<file path="config.mk">
export PLATFORM = sky130hd
export DESIGN_NAME = dmem_bus_bridge
export DESIGN_NICKNAME = d
export VERILOG_FILES = /design/src/rtl/dmem_bus_bridge_pkg.sv /design/src/rtl/dmem_align_check.sv /design/src/rtl/dmem_bus_bridge.sv
export SDC_FILE = /design/constraint.sdc
export NUM_CORES = 1
export LEC_CHECK = 0
export BUFFER_PORTS_ARGS = -buffer_cell sky130_fd_sc_hd__buf_2
export CAP_MARGIN = 20
export CORE_MARGIN = 2
export CORE_UTILIZATION = 30
export CTS_CLUSTER_DIAMETER = 150
export DETAILED_ROUTE_END_ITERATION = 8
export PLACE_DENSITY = 0.56
export SLEW_MARGIN = 0
export SYNTH_ARGS = -nofsm -noshare
export SYNTH_HDL_FRONTEND = slang
export SYNTH_HIERARCHICAL = 1
export SYNTH_SLANG_ARGS = --single-unit
export TNS_END_PERCENT = 20
</file>
<file path="constraint.sdc">
create_clock -name clk -period 3.8 [get_ports clk]
set_input_delay 0.19 -clock clk [delete_from_list [all_inputs] [get_ports clk]]
set_output_delay 0.19 -clock clk [all_outputs]
set_load 0.02 [all_outputs]
</file>
<file path="src/rtl/dmem_bus_bridge_pkg.sv">
// ---------------------------------------------------------------------------
// dmem_bus_bridge_pkg
// Shared definitions for the CPU data-memory to valid/ready bus bridge.
// Contents:
//   state_t      - bridge FSM state encoding (IDLE, REQ, WAIT_RSP, DONE)
//   WSTRB_*      - the byte-enable patterns a store may legally use
//   wstrb_legal  - true when a store byte-enable pattern is a naturally
//                  aligned byte, half-word or word
// ---------------------------------------------------------------------------
package dmem_bus_bridge_pkg;

  typedef enum logic [1:0] {
    IDLE     = 2'd0,
    REQ      = 2'd1,
    WAIT_RSP = 2'd2,
    DONE     = 2'd3
  } state_t;

  localparam logic [3:0] WSTRB_B0 = 4'b0001;
  localparam logic [3:0] WSTRB_B1 = 4'b0010;
  localparam logic [3:0] WSTRB_B2 = 4'b0100;
  localparam logic [3:0] WSTRB_B3 = 4'b1000;
  localparam logic [3:0] WSTRB_H0 = 4'b0011;
  localparam logic [3:0] WSTRB_H1 = 4'b1100;
  localparam logic [3:0] WSTRB_W  = 4'b1111;

  function automatic logic wstrb_legal(input logic [3:0] wstrb);
    logic ok;
    ok = 1'b0;
    case (wstrb)
      WSTRB_B0, WSTRB_B1, WSTRB_B2, WSTRB_B3,
      WSTRB_H0, WSTRB_H1, WSTRB_W: ok = 1'b1;
      default:                     ok = 1'b0;
    endcase
    return ok;
  endfunction

endpackage

</file>
<file path="src/rtl/dmem_align_check.sv">
// ---------------------------------------------------------------------------
// dmem_align_check
// Combinational legality check for one CPU data access.
// Ports:
//   addr        in  2  low address bits of the access
//   wen         in  4  store byte enables (nonzero = store)
//   read        in  1  load request
//   misaligned  out 1  access may not be sent to the bus
// Loads must be word aligned. Stores are judged by their byte-enable
// pattern alone, since the CPU already places the lane from the address.
// A load and a store requested together is treated as illegal.
// ---------------------------------------------------------------------------
module dmem_align_check
  import dmem_bus_bridge_pkg::*;
(
  input  logic [1:0] addr,
  input  logic [3:0] wen,
  input  logic       read,
  output logic       misaligned
);

  always_comb begin
    misaligned = 1'b0;
    if (read && (wen != 4'b0000)) begin
      misaligned = 1'b1;
    end else if (read) begin
      misaligned = (addr != 2'b00);
    end else if (wen != 4'b0000) begin
      misaligned = !wstrb_legal(wen);
    end
  end

endmodule

</file>
<file path="src/rtl/dmem_bus_bridge.sv">
// ---------------------------------------------------------------------------
// dmem_bus_bridge
// Converts single-cycle CPU loads/stores into one valid/ready bus
// transaction each, stalling the pipeline until the response returns.
// Parameters:
//   ADDR_W       address width
//   DATA_W       data width (32 for RV32)
//   TIMEOUT_CYC  cycles allowed in WAIT_RSP before a forced error, 0 = never
//   CNT_W        width of the response timeout counter
// Ports:
//   clk, rst        clock, asynchronous active-high reset
//   cpu_addr        in   access address
//   cpu_wdata       in   store data
//   cpu_wen         in   store byte enables, nonzero = store
//   cpu_read        in   load request
//   cpu_rdata       out  load data, valid only in the DONE cycle
//   cpu_stall       out  hold the CPU pipeline while high
//   cpu_err         out  one-cycle error pulse in DONE
//   bus_req_valid   out  request valid
//   bus_req_ready   in   request accepted when valid && ready
//   bus_req_addr    out  word-aligned request address
//   bus_req_we      out  1 = write
//   bus_req_wstrb   out  request byte enables
//   bus_req_wdata   out  request write data
//   bus_rsp_valid   in   response valid, always accepted
//   bus_rsp_rdata   in   response read data
//   bus_rsp_err     in   slave error
// ---------------------------------------------------------------------------
module dmem_bus_bridge
  import dmem_bus_bridge_pkg::*;
#(
  parameter int ADDR_W      = 32,
  parameter int DATA_W      = 32,
  parameter int TIMEOUT_CYC = 255,
  parameter int CNT_W       = 8
) (
  input  logic              clk,
  input  logic              rst,
  input  logic [ADDR_W-1:0] cpu_addr,
  input  logic [DATA_W-1:0] cpu_wdata,
  input  logic [3:0]        cpu_wen,
  input  logic              cpu_read,
  output logic [DATA_W-1:0] cpu_rdata,
  output logic              cpu_stall,
  output logic              cpu_err,
  output logic              bus_req_valid,
  input  logic              bus_req_ready,
  output logic [ADDR_W-1:0] bus_req_addr,
  output logic              bus_req_we,
  output logic [3:0]        bus_req_wstrb,
  output logic [DATA_W-1:0] bus_req_wdata,
  input  logic              bus_rsp_valid,
  input  logic [DATA_W-1:0] bus_rsp_rdata,
  input  logic              bus_rsp_err
);

  localparam logic             TO_EN   = (TIMEOUT_CYC != 0);
  // With the timeout disabled this wraps to all-ones, but TO_EN masks it.
  localparam logic [CNT_W-1:0] TO_LAST = CNT_W'(TIMEOUT_CYC - 1);

  state_t              state;
  state_t              next_state;
  logic                access;
  logic                misaligned;
  logic                timeout_hit;

  logic [ADDR_W-1:2]   req_addr;
  logic [DATA_W-1:0]   req_wdata;
  logic [3:0]          req_wstrb;
  logic                req_we;
  logic [DATA_W-1:0]   rsp_data;
  logic                rsp_err;
  logic [CNT_W-1:0]    wait_cnt;

  assign access      = cpu_read || (cpu_wen != 4'b0000);
  assign timeout_hit = TO_EN && (wait_cnt == TO_LAST);

  dmem_align_check u_align (
    .addr       (cpu_addr[1:0]),
    .wen        (cpu_wen),
    .read       (cpu_read),
    .misaligned (misaligned)
  );

  always_ff @(posedge clk or posedge rst) begin
    if (rst) begin
      state <= IDLE;
    end else begin
      state <= next_state;
    end
  end

  always_comb begin
    next_state = state;
    case (state)
      IDLE: begin
        if (access) begin
          next_state = misaligned ? DONE : REQ;
        end
      end
      REQ: begin
        if (bus_req_ready) begin
          next_state = WAIT_RSP;
        end
      end
      WAIT_RSP: begin
        // A response arriving on the timeout cycle still completes normally;
        // the data path below gives it priority as well.
        if (bus_rsp_valid || timeout_hit) begin
          next_state = DONE;
        end
      end
      DONE: begin
        next_state = IDLE;
      end
      default: begin
        next_state = IDLE;
      end
    endcase
  end

  // Request capture, response capture and timeout counter
  always_ff @(posedge clk or posedge rst) begin
    if (rst) begin
      req_addr  <= '0;
      req_wdata <= '0;
      req_wstrb <= '0;
      req_we    <= 1'b0;
      rsp_data  <= '0;
      rsp_err   <= 1'b0;
      wait_cnt  <= '0;
    end else begin
      case (state)
        IDLE: begin
          if (access) begin
            req_addr  <= cpu_addr[ADDR_W-1:2];
            req_wdata <= cpu_wdata;
            req_wstrb <= cpu_wen;
            req_we    <= (cpu_wen != 4'b0000);
            rsp_data  <= '0;
            rsp_err   <= misaligned;
            wait_cnt  <= '0;
          end
        end
        REQ: begin
          if (bus_req_ready) begin
            wait_cnt <= '0;
          end
        end
        WAIT_RSP: begin
          wait_cnt <= wait_cnt + CNT_W'(1);
          if (bus_rsp_valid) begin
            // Writes return no data, and errored reads never expose slave data.
            rsp_data <= (req_we || bus_rsp_err) ? '0 : bus_rsp_rdata;
            rsp_err  <= bus_rsp_err;
          end else if (timeout_hit) begin
            rsp_data <= '0;
            rsp_err  <= 1'b1;
          end
        end
        default: begin
        end
      endcase
    end
  end

  assign cpu_stall     = ((state == IDLE) && access) || (state == REQ) || (state == WAIT_RSP);
  assign cpu_rdata     = (state == DONE) ? rsp_data : '0;
  assign cpu_err       = (state == DONE) && rsp_err;

  assign bus_req_valid = (state == REQ);
  assign bus_req_addr  = {req_addr, 2'b00};
  assign bus_req_we    = req_we;
  assign bus_req_wstrb = req_wstrb;
  assign bus_req_wdata = req_wdata;

endmodule
</file>
After elaboration in Yosys (flattened, before gate mapping)
Cells that the tools add are included.

operators by class
  eq/ne operators = 15
  bitwise gates (word level) = 0
  add/sub/neg operators = 1
  $lt $le $gt $ge = 0
  shift-type cells = 0
  muxes and demuxes = 25
  $mul = 0
  div/mod/pow operators = 0
  reductions and logical operators = 19

operator list
  operator                                              number
  2-to-1 mux 32 bit                                     5
  one-hot mux 32 bit (2 select lines)                   1
  one-hot mux 8 bit (3 select lines)                    1
  2-to-1 mux 8 bit                                      2
  equality test 4 bit (second input constant)           3
  2-to-1 mux 1 bit                                      10
  AND reduction 3 bit                                   3
  adder 8 x 1 -> 8 bit (second input constant)          1
  equality test 4 x 2 -> 1 bit (second input constant)  2
  equality test 8 bit (second input constant)           1
  2-to-1 mux 2 bit                                      4
  one-hot mux 2 bit (4 select lines)                    1
  OR reduction 7 bit                                    1
  logical OR 1 bit                                      5
  equality test 2 bit (second input constant)           2
  equality test 4 x 1 -> 1 bit (second input constant)  1
  equality test 4 x 3 -> 1 bit (second input constant)  1
  inequality test 2 bit (second input constant)         2
  nonzero test 2 bit                                    2
  nonzero test 4 bit                                    1
  logical AND 1 bit                                     3
  inequality test 3 bit (second input constant)         1
  nonzero test 3 bit                                    1
  equality test 2 x 1 -> 1 bit (second input constant)  1
  5 further kinds                                       5

word-level totals
  word-level logic and storage cells = 68
  register bits = 110
  output and inout port bits = 104
  memories = 0
  memory bits (read-only) = 0
  input bits = 106
  bits in latches = 0
  bits in writable memories = 0

Longest topological paths before layout
  word-level depth = 13
  depth in mapped cells = 8
  mapped depth without buffers = 6

By module
Netlist, hierarchy kept.

modules (own cells, without submodules)
  module            cells an instance  times used  sequential area each (um^2)  area an instance (um^2)
  dmem_bus_bridge   409                1           2752.6                       4928.5
  dmem_align_check  6                  1           0.0                          38.8

Worst setup path before layout
OpenSTA, ideal clock, no wires.

  kind = reg2reg
  start point = register state[0]
  end point = register rsp_err
  clock period less this slack = 2.100 ns
  stages on the path, launching flop included = 8
  setup time = 0.125 ns
  data required time = 3.675 ns
  path slack = 1.700 ns
  arrival = 1.975 ns
  cell sequence = dfrtp_1 inv_1 ha_1 clkbuf_1 inv_1 or3_4 o211ai_4 mux2_4

between the ends
  cells in the longest elaborated chain, start to end = 3
  elaborated cells on any way between the ends = 7

ends and longest elaborated chain
  element                                                        line                    source
  from (decl)                                                    dmem_bus_bridge.sv:61   state_t state;
  from (signal assigned)                                         dmem_bus_bridge.sv:89   state <= next_state;
  equality test 2 bit or logical NOT 2 bit (tied branches)       dmem_bus_bridge.sv:133  case (state)
  inequality test 3 bit (no line), or another cell as far along  --
  AND reduction 3 bit (no line)                                  --
  to (signal assigned)                                           dmem_bus_bridge.sv:141  rsp_err <= misaligned;
  to (signal assigned)                                           dmem_bus_bridge.sv:155  rsp_err <= bus_rsp_err;
  to (decl)                                                      dmem_bus_bridge.sv:72   logic rsp_err;

Several ways; a longest one is shown, not always the timed one.
A chain may end at the register's enable or synchronous reset.

Final worst setup path
  start point = register state[0]
  end point = register rsp_data[22]

between the ends
  cells in the longest elaborated chain, start to end = 3
  elaborated cells on any way between the ends = 7

ends and longest elaborated chain
  element                                                        line                    source
  equality test 2 bit or logical NOT 2 bit (tied branches)       dmem_bus_bridge.sv:133
  inequality test 3 bit (no line), or another cell as far along  --
  AND reduction 3 bit (no line)                                  --
  to (signal assigned)                                           dmem_bus_bridge.sv:154  rsp_data <= (req_we || bus_rsp_err) ? '0 : bus_rsp_rdata;
  to (decl)                                                      dmem_bus_bridge.sv:71   logic [DATA_W-1:0] rsp_data;

Several ways; a longest one is shown, not always the timed one.

==> impl_metrics.tcl <==
set metrics [dict create \
    cts_setup_buffers 0 \
    syn-instance-count 415 \
    cp-start-kind "register" \
    synth-main-ff-cell "dfrtp_1" \
    status "complete, no violations" \
    total_power_mw 5.04 \
    arrival_ns 2.92 \
    syn_area_um2 4970 \
    power.internal_mw 3.07 \
    cts_buffers 9 \
    hold_violations 0 \
    track_usage_pct 13.6 \
    antenna_left 0 \
    clock_latency_ns 0.35 \
    fin_util_pct 39.6 \
    crit_type "reg2reg" \
    coreArea_um2 16400 \
    start_util_pct 30.3 \
    seq_area_frac_synth_pct 55.4 \
    setup_violations 0 \
    grt_start_max_net_pins 68 \
    cp_common_cell "inv_1" \
    end_kind "register" \
    power_density_nw_per_um2 777 \
    critical_path_buf_inv_count 3 \
    synthArstFlopShare_pct 100 \
    leakagePower_nw 3.31 \
    final_nets 733 \
    min_path_type "in2reg" \
    drc 0 \
    syn_area_per_cell_um2 12.0 \
    ir_drop_uv 360 \
    cp_max_fo 25 \
    power_frac_seq_pct 36.0 \
    synth_edf_count 0 \
    h-tree-depth 3 \
    io_pins 210 \
    die_h_um 133 \
    fin_skew_ns 0.00713 \
    cts_hold_buf 1 \
    crit_path_cell_trace "inv_1 -> ha_1 -> inv_1 -> or3_4 -> o211ai_4 -> buf_4 -> mux2i_1" \
    required_ns 4.07 \
    setup_tns_ns 0 \
    p_clk_share_pct 18.4 \
    hpwl_um 8650 \
    ctsRootBufferMaster "clkbuf_16" \
    yosysUniqueCellTypes 36 \
    n_fill_cell 1637 \
    final_layout_size_suffix_gt1_share_pct 45.6 \
    die_area_um2 17600 \
    dpl.cell_count 827 \
    grt_pass1_vias 3783 \
    drv_slew 0 \
    cts_tree "done" \
    n_antenna_cell 0 \
    yosysWarnings 6 \
    max_cap_viol_count 0 \
    max_slew_margin_pct 28.0 \
    gp_congestion 0.738 \
    port_buffers 207 \
    cts.repair.resized 0 \
    rsz0062_at_grt "false" \
    fin_cells 843 \
    routed_wl_um 11700 \
    grt_antenna_before_repair 0 \
    post-route-period-util_pct 69.8 \
    ys_seq_elements 110 \
    clockBufferDepth 2 \
    drt_iter0_drc 108 \
    fin_crit_ns 2.65 \
    via_count 3635 \
    combPwrFrac_pct 45.6 \
    cts_num_sinks 110 \
    row_count 47 \
    grt_pass1_wl_um 19100 \
    die_w_um 133 \
    area_delta_synth_final_pct 30.8 \
    dr.pass1.iters 6 \
    clkTransAtPathRegs_ns 0.07 \
    wl_per_cell_um 13.9 \
    switchingPower_mw 1.98 \
    switching_share_pct 39.2 \
    cp_slowest_cell "ha_1" \
    slowest_delay_ns 0.43 \
    fmax_ghz 0.377 \
    via_per_inst 4.31 \
    worstMarginPinSlew_ns 1.07 \
    critPathTopFamily "buffers and inverters" \
    gr-total-overflow 0 \
]
[state kept, by name, indices dropped and copies added (netlist names)]
name and count:
rsp_data 32, bus_req_wdata 32, bus_req_we 1, state 2
req_addr 30, wait_cnt 8, bus_req_wstrb 4, rsp_err 1
[logic make-up after synthesis]
| kind of cell | Yosys count | synth area share (%) |
|---|---|---|
| and+or+nand+nor | 119 | 12.1 |
| DFF | 110 | 55.4 |
| muxes | 98 | 21.4 |
| buffers and inverters | 63 | 6.25 |
| AOI/OAI and AO/OA | 16 | 2.70 |
| adders and majority gates | 8 | 2.02 |
| other | 1 | 0.0755 |
[cells in the final DEF, fill, tap and decap left out, drive strengths merged]
cell type | netlist | routed
dlygate4sd3 | 0 | 1
inv | 41 | 41
conb | 1 | 2
or3 | 1 | 1
nand4 | 1 | 1
clkinvlp | 0 | 2
or4 | 6 | 6
a31oi | 1 | 1
nand2 | 54 | 54
a22o | 1 | 1
dfrtp | 110 | 110
mux2 | 63 | 63
o21ai | 5 | 5
o31ai | 2 | 2
mux2i | 35 | 35
nand3b | 1 | 1
o211ai | 2 | 2
nand3 | 12 | 12
or2 | 1 | 1
bufinv | 0 | 1
o311ai | 1 | 1
nor2 | 5 | 5
buf | 13 | 213
and3 | 2 | 2
and2 | 33 | 33
clkbuf | 9 | 9
ha | 8 | 8
nand2b | 2 | 2
a21oi | 3 | 3
a311o | 1 | 1
clkinv | 0 | 3
nor4bb | 1 | 1
[synthesized netlist by cell type, types with 3 or more instances]
cell	n	share of area (%)
inv_1	41	3.1
o21ai_0	4	0.40
buf_4	5	0.76
mux2i_1	35	7.1
mux2_2	47	11
buf_12	3	1.2
buf_2	5	0.50
nand2_1	54	4.1
ha_1	8	2.0
and2_1	33	4.2
or4_1	5	0.76
a21oi_1	3	0.30
nand3_1	12	1.2
mux2_1	15	3.4
dfrtp_1	110	55
clkbuf_1	9	0.68
nor2_1	5	0.38
[routing by layer]
metal / global-route usage (%) / vias up / wire (um) / share of wire, %
li1: - / 1766 / - / -
met1: 16.9 / 1716 / 5040 / 43
met2: 21.6 / 137 / 5520 / 47
met3: 4.48 / 16 / 902 / 7.7
met4: 5.73 / 0 / 237 / 2.0
met5: 0 / - / 0 / 0
[worst reg2reg max path: stages, from the launching register on]
cell and delay (ns):
dfrtp_1 0.42, inv_1 0.14, ha_1 0.43, inv_1 0.13
or3_4 0.43, o211ai_4 0.43, buf_4 0.38, mux2i_1 0.22
[cell type report]
type,count,area [um2],share of cell area [%]
timing repair buffer,214,1090,16.8
clock inverter,6,63.8,0.982
clock buffer,9,225,3.47
multi-input combinational,243,1930,29.7
sequential,110,2750,42.4
tap,220,275,4.24
inverter,41,156,2.41
[power groups by stage]
stage	logic, mW	clock network (mW)	registers, mW
finish	2.30	0.928	1.82
global route	2.48	1.02	1.87
CTS	2.35	0.974	1.82
detailed placement	2.35	0	1.84
global placement	2.28	0	1.81
floorplan	1.26	0	2.27
[through the flow]
| step | setup WS, ns | hold slack [ns] | instance area (um2) |
|---|---|---|---|
| floorplan | 0.708 | 0.295 | 4970 |
| global placement | 1.26 | 0.232 | 6200 |
| detailed placement | 1.13 | 0.243 | 6200 |
| CTS | 1.14 | 0.0346 | 6490 |
| global route | 0.975 | 0.0390 | 6490 |
| finish | 1.15 | 0.0538 | 6490 |
[worst paths after layout]
check / cells past startpoint / from / endpoint / slack, ns
setup / recovery: 7 / state[0] / rsp_data[22] / 1.15
hold / removal: 2 / cpu_wdata[7] / bus_req_wdata[7] / 0.05
setup reg to reg: 7 / state[0] / rsp_data[22] / 1.15
hold reg to reg: 1 / req_addr[27] / req_addr[27] / 0.49
max in group asynchronous: 4 / rst / bus_req_wdata[2] / 2.42
min in group asynchronous: 3 / rst / bus_req_wdata[10] / 0.41
No activity file was read; power rests on OpenSTA's default activity.
